`src/rtl/wb_port_arbiter_pkg.sv`:
```
// Shared widths and the write-request record used by the write-back port arbiter and its FIFO.
package wb_port_arbiter_pkg;

  localparam int unsigned REG_ADDR_W = 5;
  localparam int unsigned DATA_W     = 32;

  typedef struct packed {
    logic                  en;
    logic [REG_ADDR_W-1:0] addr;
    logic [DATA_W-1:0]     data;
  } wr_req_t;

  typedef enum logic [1:0] {
    GrantNone,
    GrantPipe,
    GrantBuf
  } grant_e;

  // Register 0 is hard-wired, so a write to it is dropped at the port.
  function automatic logic is_live(wr_req_t req);
    return req.en && (req.addr != '0);
  endfunction

endpackage

```
`src/rtl/wb_result_fifo.sv`:
```
// Small FIFO buffering multi-cycle unit results until the write port is free.
module wb_result_fifo
  import wb_port_arbiter_pkg::*;
#(
  parameter int unsigned DEPTH = 2,
  localparam int unsigned CNT_W = $clog2(DEPTH + 1),
  localparam int unsigned PTR_W = (DEPTH > 1) ? $clog2(DEPTH) : 1
) (
  input  logic             clk,
  input  logic             rst,
  input  logic             push,
  input  wr_req_t          wdata,
  input  logic             pop,
  output wr_req_t          rdata,
  output logic [CNT_W-1:0] count
);

  wr_req_t            mem_q [DEPTH];
  logic [PTR_W-1:0]   wr_ptr_q, wr_ptr_d;
  logic [PTR_W-1:0]   rd_ptr_q, rd_ptr_d;
  logic [CNT_W-1:0]   count_q, count_d;
  logic               push_ok, pop_ok;

  function automatic logic [PTR_W-1:0] next_ptr(logic [PTR_W-1:0] ptr);
    return (ptr == PTR_W'(DEPTH - 1)) ? '0 : ptr + 1'b1;
  endfunction

  // Guards keep the pointers coherent even if a caller misbehaves.
  assign push_ok = push && (count_q < CNT_W'(DEPTH));
  assign pop_ok  = pop && (count_q != '0);

  always_comb begin
    wr_ptr_d = wr_ptr_q;
    rd_ptr_d = rd_ptr_q;
    count_d  = count_q;
    if (push_ok) wr_ptr_d = next_ptr(wr_ptr_q);
    if (pop_ok)  rd_ptr_d = next_ptr(rd_ptr_q);
    unique case ({push_ok, pop_ok})
      2'b10:   count_d = count_q + 1'b1;
      2'b01:   count_d = count_q - 1'b1;
      default: count_d = count_q;
    endcase
  end

  always_ff @(posedge clk or posedge rst) begin
    if (rst) begin
      wr_ptr_q <= '0;
      rd_ptr_q <= '0;
      count_q  <= '0;
    end else begin
      wr_ptr_q <= wr_ptr_d;
      rd_ptr_q <= rd_ptr_d;
      count_q  <= count_d;
    end
  end

  always_ff @(posedge clk) begin
    if (push_ok) mem_q[wr_ptr_q] <= wdata;
  end

  assign rdata = mem_q[rd_ptr_q];
  assign count = count_q;

endmodule

```
`src/rtl/wb_port_arbiter.sv`:
```
// Shares the single register-file write port between the MEM/WB pipeline and buffered
// multi-cycle results, stalling the pipeline when the buffer is full or starved too long.
module wb_port_arbiter
  import wb_port_arbiter_pkg::*;
#(
  parameter int unsigned STARVE_LIMIT = 4,
  parameter int unsigned DEPTH        = 2
) (
  input  logic                  Clk,
  input  logic                  Rst,
  input  logic                  WBRegWriteIn,
  input  logic [REG_ADDR_W-1:0] WBDstAddrIn,
  input  logic [DATA_W-1:0]     WBDataIn,
  input  logic                  MDValidIn,
  input  logic [REG_ADDR_W-1:0] MDDstAddrIn,
  input  logic [DATA_W-1:0]     MDDataIn,
  output logic                  MDReadyOut,
  output logic                  StallOut,
  output logic                  RegWriteOut,
  output logic [REG_ADDR_W-1:0] WriteAddrOut,
  output logic [DATA_W-1:0]     WriteDataOut
);

  localparam int unsigned CNT_W    = $clog2(DEPTH + 1);
  localparam int unsigned STARVE_W = (STARVE_LIMIT > 0) ? $clog2(STARVE_LIMIT + 1) : 1;

  logic [CNT_W-1:0]    count;
  wr_req_t             buf_head;
  wr_req_t             md_req;
  wr_req_t             sel_req;
  logic                buf_nonempty, buf_full, starved;
  logic                md_push, buf_pop;
  grant_e              grant;
  logic [STARVE_W-1:0] starve_q, starve_d;
  wr_req_t             wr_q, wr_d;

  assign buf_nonempty = (count != '0);
  assign buf_full     = (count >= CNT_W'(DEPTH));
  assign starved      = (starve_q >= STARVE_W'(STARVE_LIMIT));
  assign MDReadyOut   = !buf_full;
  assign md_push      = MDValidIn && MDReadyOut;
  assign buf_pop      = (grant == GrantBuf);
  assign md_req       = '{en: 1'b1, addr: MDDstAddrIn, data: MDDataIn};

  wb_result_fifo #(
    .DEPTH(DEPTH)
  ) u_fifo (
    .clk  (Clk),
    .rst  (Rst),
    .push (md_push),
    .wdata(md_req),
    .pop  (buf_pop),
    .rdata(buf_head),
    .count(count)
  );

  // The pipeline wins unless the buffer is full or its head has waited too long.
  always_comb begin
    grant    = GrantNone;
    StallOut = 1'b0;
    if (!WBRegWriteIn) begin
      if (buf_nonempty) grant = GrantBuf;
    end else if (!buf_nonempty) begin
      grant = GrantPipe;
    end else if (buf_full || starved) begin
      grant    = GrantBuf;
      StallOut = 1'b1;
    end else begin
      grant = GrantPipe;
    end
  end

  always_comb begin
    sel_req = '0;
    unique case (grant)
      GrantPipe: sel_req = '{en: 1'b1, addr: WBDstAddrIn, data: WBDataIn};
      GrantBuf:  sel_req = buf_head;
      default:   sel_req = '0;
    endcase
  end

  always_comb begin
    starve_d = starve_q;
    if (!buf_nonempty || (grant == GrantBuf)) begin
      starve_d = '0;
    end else if (!starved) begin
      starve_d = starve_q + 1'b1;
    end
  end

  // Idle cycles keep the last address/data and only drop the enable.
  always_comb begin
    wr_d    = wr_q;
    wr_d.en = 1'b0;
    if (sel_req.en) begin
      wr_d.en   = is_live(sel_req);
      wr_d.addr = sel_req.addr;
      wr_d.data = sel_req.data;
    end
  end

  always_ff @(posedge Clk or posedge Rst) begin
    if (Rst) begin
      starve_q <= '0;
      wr_q     <= '0;
    end else begin
      starve_q <= starve_d;
      wr_q     <= wr_d;
    end
  end

  assign RegWriteOut  = wr_q.en;
  assign WriteAddrOut = wr_q.addr;
  assign WriteDataOut = wr_q.data;

endmodule
```
`config.mk`:
```
export PLATFORM = sky130hd
export DESIGN_NAME = wb_port_arbiter
export DESIGN_NICKNAME = d
export VERILOG_FILES = /design/src/rtl/wb_port_arbiter_pkg.sv /design/src/rtl/wb_result_fifo.sv /design/src/rtl/wb_port_arbiter.sv
export SDC_FILE = /design/constraint.sdc
export NUM_CORES = 1
export LEC_CHECK = 0
export ABC_AREA = 0
export CAP_MARGIN = 20
export CORE_MARGIN = 3
export CORE_UTILIZATION = 52
export CTS_CLUSTER_SIZE = 16
export DETAILED_ROUTE_END_ITERATION = 10
export PLACE_DENSITY = 0.85
export REMOVE_ABC_BUFFERS = 1
export SYNTH_ARGS = -nofsm -noshare
export SYNTH_HDL_FRONTEND = slang
export SYNTH_SLANG_ARGS = --single-unit
export TNS_END_PERCENT = 10
```
`constraint.sdc`:
```
create_clock -name Clk -period 7.2 [get_ports Clk]
set_input_delay 0.72 -clock Clk [delete_from_list [all_inputs] [get_ports Clk]]
set_output_delay 0.72 -clock Clk [all_outputs]
set_load 0.02 [all_outputs]
```
==> results.toml, run 1 <==
[clock_tree]
cts_setup_buffers = 0
cts_resized = 0
clock_sinks = 119
root_buffer = "clkbuf_8"
ctsHoldBuffers = 0
h-tree-depth = 4
clk_latency_ps = 500
cts_buffers = 17
clock_path_buffers = 2
path_clk_slew_ps = 50
cts_tree = "built"

[finish]
area_delta_synth_final_pct = 40.9
diodes = 0
multi_input_area_um2 = 1100
fin_nets = 496
nFillCells = 502
layout-drive-gt1-share_pct = 10.5
design_area_um2 = 6450
regArea_um2 = 3350

[yosys]
synth_warnings = 0
synth.cell_area_um2 = 4580
ys_ff_latch = 119
syn_inst = 292
yosysSeqAreaShare_pct = 73.1
avgSynthCellArea_um2 = 15.7
synth_cell_types = 30

[pwr]
leakage_nw = 2.44
irDropWorstVdd_v = 0.000256
powerDensity_nw_per_um2 = 433

[die]
dieArea_um2 = 9970
die_y_um = 99.9
ios = 118
core_um2 = 8380
num_rows = 33
start_util_pct = 54.7
die_w_um = 99.9

[place]
place_hpwl_mm = 5.91
port_buffers = 117
place_congestion = 0.749
dpl-instance-area_um2 = 5790

[global_routing]
grt_overflow = 0
antenna_found_initial = 0
grt_pass1_vias = 3152
grt_max_degree = 46
grt_pass1_wl_mm = 15.7
grt_usage_pct = 20.9

[min_path]
min_path_cells = 1
hold_start = "starve_q[0]"
whs_endpoint = "starve_q[0]"
hold_path.class = "reg2reg"

[route]
ant_nets = 0
drc = 0
drtIter0Drc = 121
drtPass1Iterations = 4
wl_per_cell_um = 18.7
wirelength_mm = 9.98
avgViaCountPerCell = 5.49
vias = 2926

[sta]
drv_slew = 0
period_minus_slack_ps = 2900
clock_skew_ps = 13.3
setup_violations = 0
tightest_slew_ps = 908
rsz0062_at_grt = "no"
relSlewSlack_pct = 39.5
min_period_over_period_pct = 40.2
setup_tns_ps = 0
fmax_ghz = 0.345
hold_viol = 0

[critical_path]
cp_max_fo = 9
r2r_start = "u_fifo.count[1]"
worstRegToRegCells = 2
startpoint_type = "primary input"
critPathKind = "in2out"
end_kind = "primary output"
timing.rr.end = "u_fifo.mem_q[1][29]"
cp.arrival_ps = 2180
required_ps = 6480
r2r_slack_ps = 5350

[run_status]
status = "finished, final reports clean"

[job]
drv_cap = 0
==> flip-flops by register name, indices dropped and copies added (netlist names) <==
| name | count |
|---|---|
| RegWriteOut | 1 |
| WriteAddrOut | 5 |
| WriteDataOut | 32 |
| starve_q | 3 |
| u_fifo.count | 2 |
| u_fifo.mem_q | 74 |
| u_fifo.rd_ptr_q | 1 |
| u_fifo.wr_ptr_q | 1 |
==> metrics by stage <==
step	worst slack (ps)	total power [W]	util, %	std cells	hold WS, ps
after detailed placement	4300	0.00195	69.1	498	460
after global placement	4310	0.00191	69.1	498	444
final	4300	0.00280	77.0	533	479
after global routing	4240	0.00293	77.0	533	497
after floorplan	4370	0.00155	-	274	430
after CTS	4300	0.00281	76.3	530	475
==> Yosys cell counts (all sizes together) <==
master / instances / share of area [%]
nor2b: 2 / 0.27
mux2i: 36 / 7.9
a22oi: 32 / 5.2
nor4: 2 / 0.27
xnor2: 6 / 1.1
and2: 1 / 0.19
buf: 13 / 2.0
o31ai: 1 / 0.16
a21oi: 10 / 1.4
inv: 5 / 0.41
o21ai: 38 / 4.2
clkbuf: 5 / 0.63
o2bb2ai: 1 / 0.19
nor3: 1 / 0.36
a221oi: 1 / 0.19
ha: 3 / 0.82
and3: 2 / 0.27
edfxtp: 74 / 48
dfrtp: 45 / 25
nor2: 5 / 0.41
nor4b: 1 / 0.19
nand2: 8 / 0.66
==> cells in the final DEF (no fill, tap or decap), types with 2 or more instances in the layout <==
master / count
nand2_1: 8
clkinv_4: 7
edfxtp_1: 74
nor2_1: 4
mux2i_1: 36
nor2b_1: 2
inv_1: 4
nor4_1: 2
o21ai_1: 8
xnor2_1: 6
a21oi_1: 8
ha_1: 3
clkbuf_16: 16
dfrtp_1: 44
clkdlybuf4s50_1: 117
a22oi_1: 32
clkbuf_8: 2
o21ai_0: 29
buf_4: 2
bufinv_16: 3
buf_12: 3
==> worst max-delay path by stage <==
stage / from / end / cells after the start
after floorplan: u_fifo.count[1] / u_fifo.mem_q[0][0] / 3
after global placement: WBRegWriteIn / StallOut / 3
after detailed placement: WBRegWriteIn / StallOut / 3
after CTS: WBRegWriteIn / StallOut / 3
after global routing: WBRegWriteIn / StallOut / 3
final: WBRegWriteIn / StallOut / 3
==> cell type report <==
type,instances,area share (%)
Sequential cell,119,51.9
Multi-Input combinational cell,150,17.1
Clock buffer,18,6.63
Tap cell,105,2.04
Clock inverter,14,2.73
Timing Repair Buffer,122,19.3
Inverter,5,0.291
==> kinds of logic (layout without fill, tap and decap cells) <==
family                     Yosys count  count (layout)  synth area share, %
AOI/OAI and AO/OA                   83              83                 11.4
adders and majority gates            3               3                0.819
and+or+nand+nor                     22              22                 2.62
muxes                               36              36                 7.86
buffers and inverters               23             159                 3.03
DFF                                119             119                 73.1
xor gates and xnor gates             6               6                 1.15
==> routing by layer <==
metal / GRT usage (%) / up-vias / part of all wire (%)
li1: - / 1375 / -
met2: 35.3 / 104 / 52
met5: 0 / - / 0
met3: 7.09 / 6 / 6.3
met1: 25.2 / 1441 / 41
met4: 7.35 / 0 / 0.58
==> power breakdown <==
| group | internal [W] | switching, W |
|---|---|---|
| Combinational | 0.000412 | 0.000483 |
| Sequential | 0.000943 | 0.000121 |
| Clock | 0.000538 | 0.000298 |
| Total | 0.00189 | 0.000902 |
==> worst max-delay path, stage by stage <==
cell	delay, ps
clkdlybuf4s50_1	680
nor2b_1	180
clkdlybuf4s50_1	600
Note: power is estimated with default switching activity, not from simulation.
==> run 2, diff against run 1 <==
--- a/config.mk
+++ b/config.mk
@@ -8,10 +8,10 @@
 export ABC_AREA = 0
 export CAP_MARGIN = 20
 export CORE_MARGIN = 3
-export CORE_UTILIZATION = 52
+export CORE_UTILIZATION = 48
 export CTS_CLUSTER_SIZE = 16
 export DETAILED_ROUTE_END_ITERATION = 10
-export PLACE_DENSITY = 0.85
+export PLACE_DENSITY = 0.8
 export REMOVE_ABC_BUFFERS = 1
 export SYNTH_ARGS = -nofsm -noshare
 export SYNTH_HDL_FRONTEND = slang
==> constraint.sdc (replaced) <==
create_clock -name Clk -period 2.8 [get_ports Clk]
set_input_delay 0.28 -clock Clk [delete_from_list [all_inputs] [get_ports Clk]]
set_output_delay 0.28 -clock Clk [all_outputs]
set_load 0.02 [all_outputs]
==> results.toml, run 2 (synthesized netlist as in run 1, its figures left out) <==
[pwr]
swShare_pct = 31.3
leakage_nw = 2.44
clock_power_share_pct = 29.8
irDropWorstVdd_v = 0.000839
internal_power_w = 0.00491
powerDensity_nw_per_um2 = 1100
seqPwrFrac_pct = 38.6
power_switching_w = 0.00223
pwr-share-comb_pct = 31.6

[sta]
clock_skew_ps = 15.0
setup_violations = 0
fmax_ghz = 0.445
hold_viol = 0
relSlewSlack_pct = 57.3
period_minus_slack_ps = 2250
layout_setup_ws_ps = 555
setup_tns_ps = 0
tightest_slew_ps = 639
drv_slew = 0
rsz0062_at_grt = "no"
min_period_over_period_pct = 80.2

[clock_tree]
clock_path_buffers = 2
root_buffer = "clkbuf_8"
cts_resized = 0
clk_latency_ps = 500
clock_sinks = 119
path_clk_slew_ps = 60
cts_tree = "built"
cts_buffers = 17
h-tree-depth = 4
cts_setup_buffers = 0
ctsHoldBuffers = 0

[route]
drc = 0
vias = 2953
drtIter0Drc = 94
avgViaCountPerCell = 5.28
ant_nets = 0
drtPass1Iterations = 4
wirelength_mm = 9.62
wl_per_cell_um = 17.2

[die]
die_y_um = 104
start_util_pct = 49.6
ios = 118
die_w_um = 104
dieArea_um2 = 10800
core_um2 = 9240
num_rows = 35

[global_routing]
grt_pass1_vias = 3178
antenna_found_initial = 0
grt_pass1_wl_mm = 15.9
grt_overflow = 0
grt_usage_pct = 19.0
grt_max_degree = 40

[critical_path]
startpoint_type = "register"
worst_path_max_delay_cell = "clkdlybuf4s50_1"
required_ps = 2520
cp.arrival_ps = 1970
critPathTopFamily = "buffers and inverters"
critPathKind = "reg2out"
path_buf_inv = 1
crit_chain = "a21oi_4 > nor2b_1 > clkdlybuf4s50_1"
worst_path_largest_cell_delay_ps = 610
end_kind = "primary output"
cp_max_fo = 8

[finish]
layout_commonest_cell = "clkdlybuf4s50_1"
final_cell_mix = "117 x clkdlybuf4s50_1, 74 x edfxtp_1, 44 x dfrtp_1"
layout-drive-gt1-share_pct = 10.5
diodes = 0
fin_nets = 498
top_register = "u_fifo.mem_q"
area_delta_synth_final_pct = 41.6
largest_reg_flops = 74

[min_path]
hold_path.class = "in2async"

[place]
place_hpwl_mm = 6.49
place_congestion = 0.784
port_buffers = 117
preCtsSetupSlack_ps = 777

[run_status]
status = "finished, final reports clean"

[job]
drv_cap = 0
[run 2: changes by cell type in the layout (fill, tap and decap cells not counted)]
cell | before | now
buf_4 | 2 | 4
clkbuf_1 | 0 | 3
clkbuf_8 | 2 | 4
clkinv_1 | 1 | 0
clkinv_2 | 1 | 4
clkinv_4 | 7 | 0
clkinvlp_4 | 1 | 2
inv_6 | 1 | 0
[run 2: through the flow]
step	area [um^2]	total power, W	cells	hold slack, ps	util [%]
final	6490	0.00714	559	173	70.2
after global routing	6490	0.00750	559	233	70.2
after CTS	6490	0.00721	559	182	70.2
after detailed placement	5890	0.00506	527	469	63.8
after global placement	5890	0.00497	527	444	63.8
after floorplan	4460	0.00398	274	379	-
[run 2: worst paths after layout]
check	from	endpoint	slack (ps)	cells past startpoint
hold / removal	Rst	WriteDataOut[6]	170	2
max in group asynchronous	Rst	WriteDataOut[5]	2020	3
setup / recovery	u_fifo.count[0]	StallOut	550	3
min in group Clk	MDDataIn[26]	u_fifo.mem_q[0][26]	350	1
hold reg to reg	starve_q[0]	starve_q[0]	470	1
setup reg to reg	u_fifo.count[1]	u_fifo.mem_q[0][35]	960	4
[run 2: power by group through the flow]
stage	Combinational (W)	Clock (W)	Sequential, W
after floorplan	0.000865	0	0.00311
after global placement	0.00222	0	0.00275
after detailed placement	0.00228	0	0.00278
after CTS	0.00229	0.00216	0.00276
after global routing	0.00242	0.00226	0.00281
final	0.00226	0.00213	0.00275
[run 2: final cells by class]
class                   count  area [um^2]
multi-input cells         150         1100
well taps                 129          161
fillers                   640         2750
repair buffers            124         1260
clock inverters             9          125
inverters                   5         18.8
flip-flops and latches    119         3350
clock buffers              23          467
[run 2: per-layer routing]
metal	part of all wire [%]	global-route usage, %	up-vias
met1	39	21.8	1478
li1	-	-	1367
met5	0	0	-
met4	0.89	5.32	0
met2	54	33.8	98
met3	6.1	6.48	10
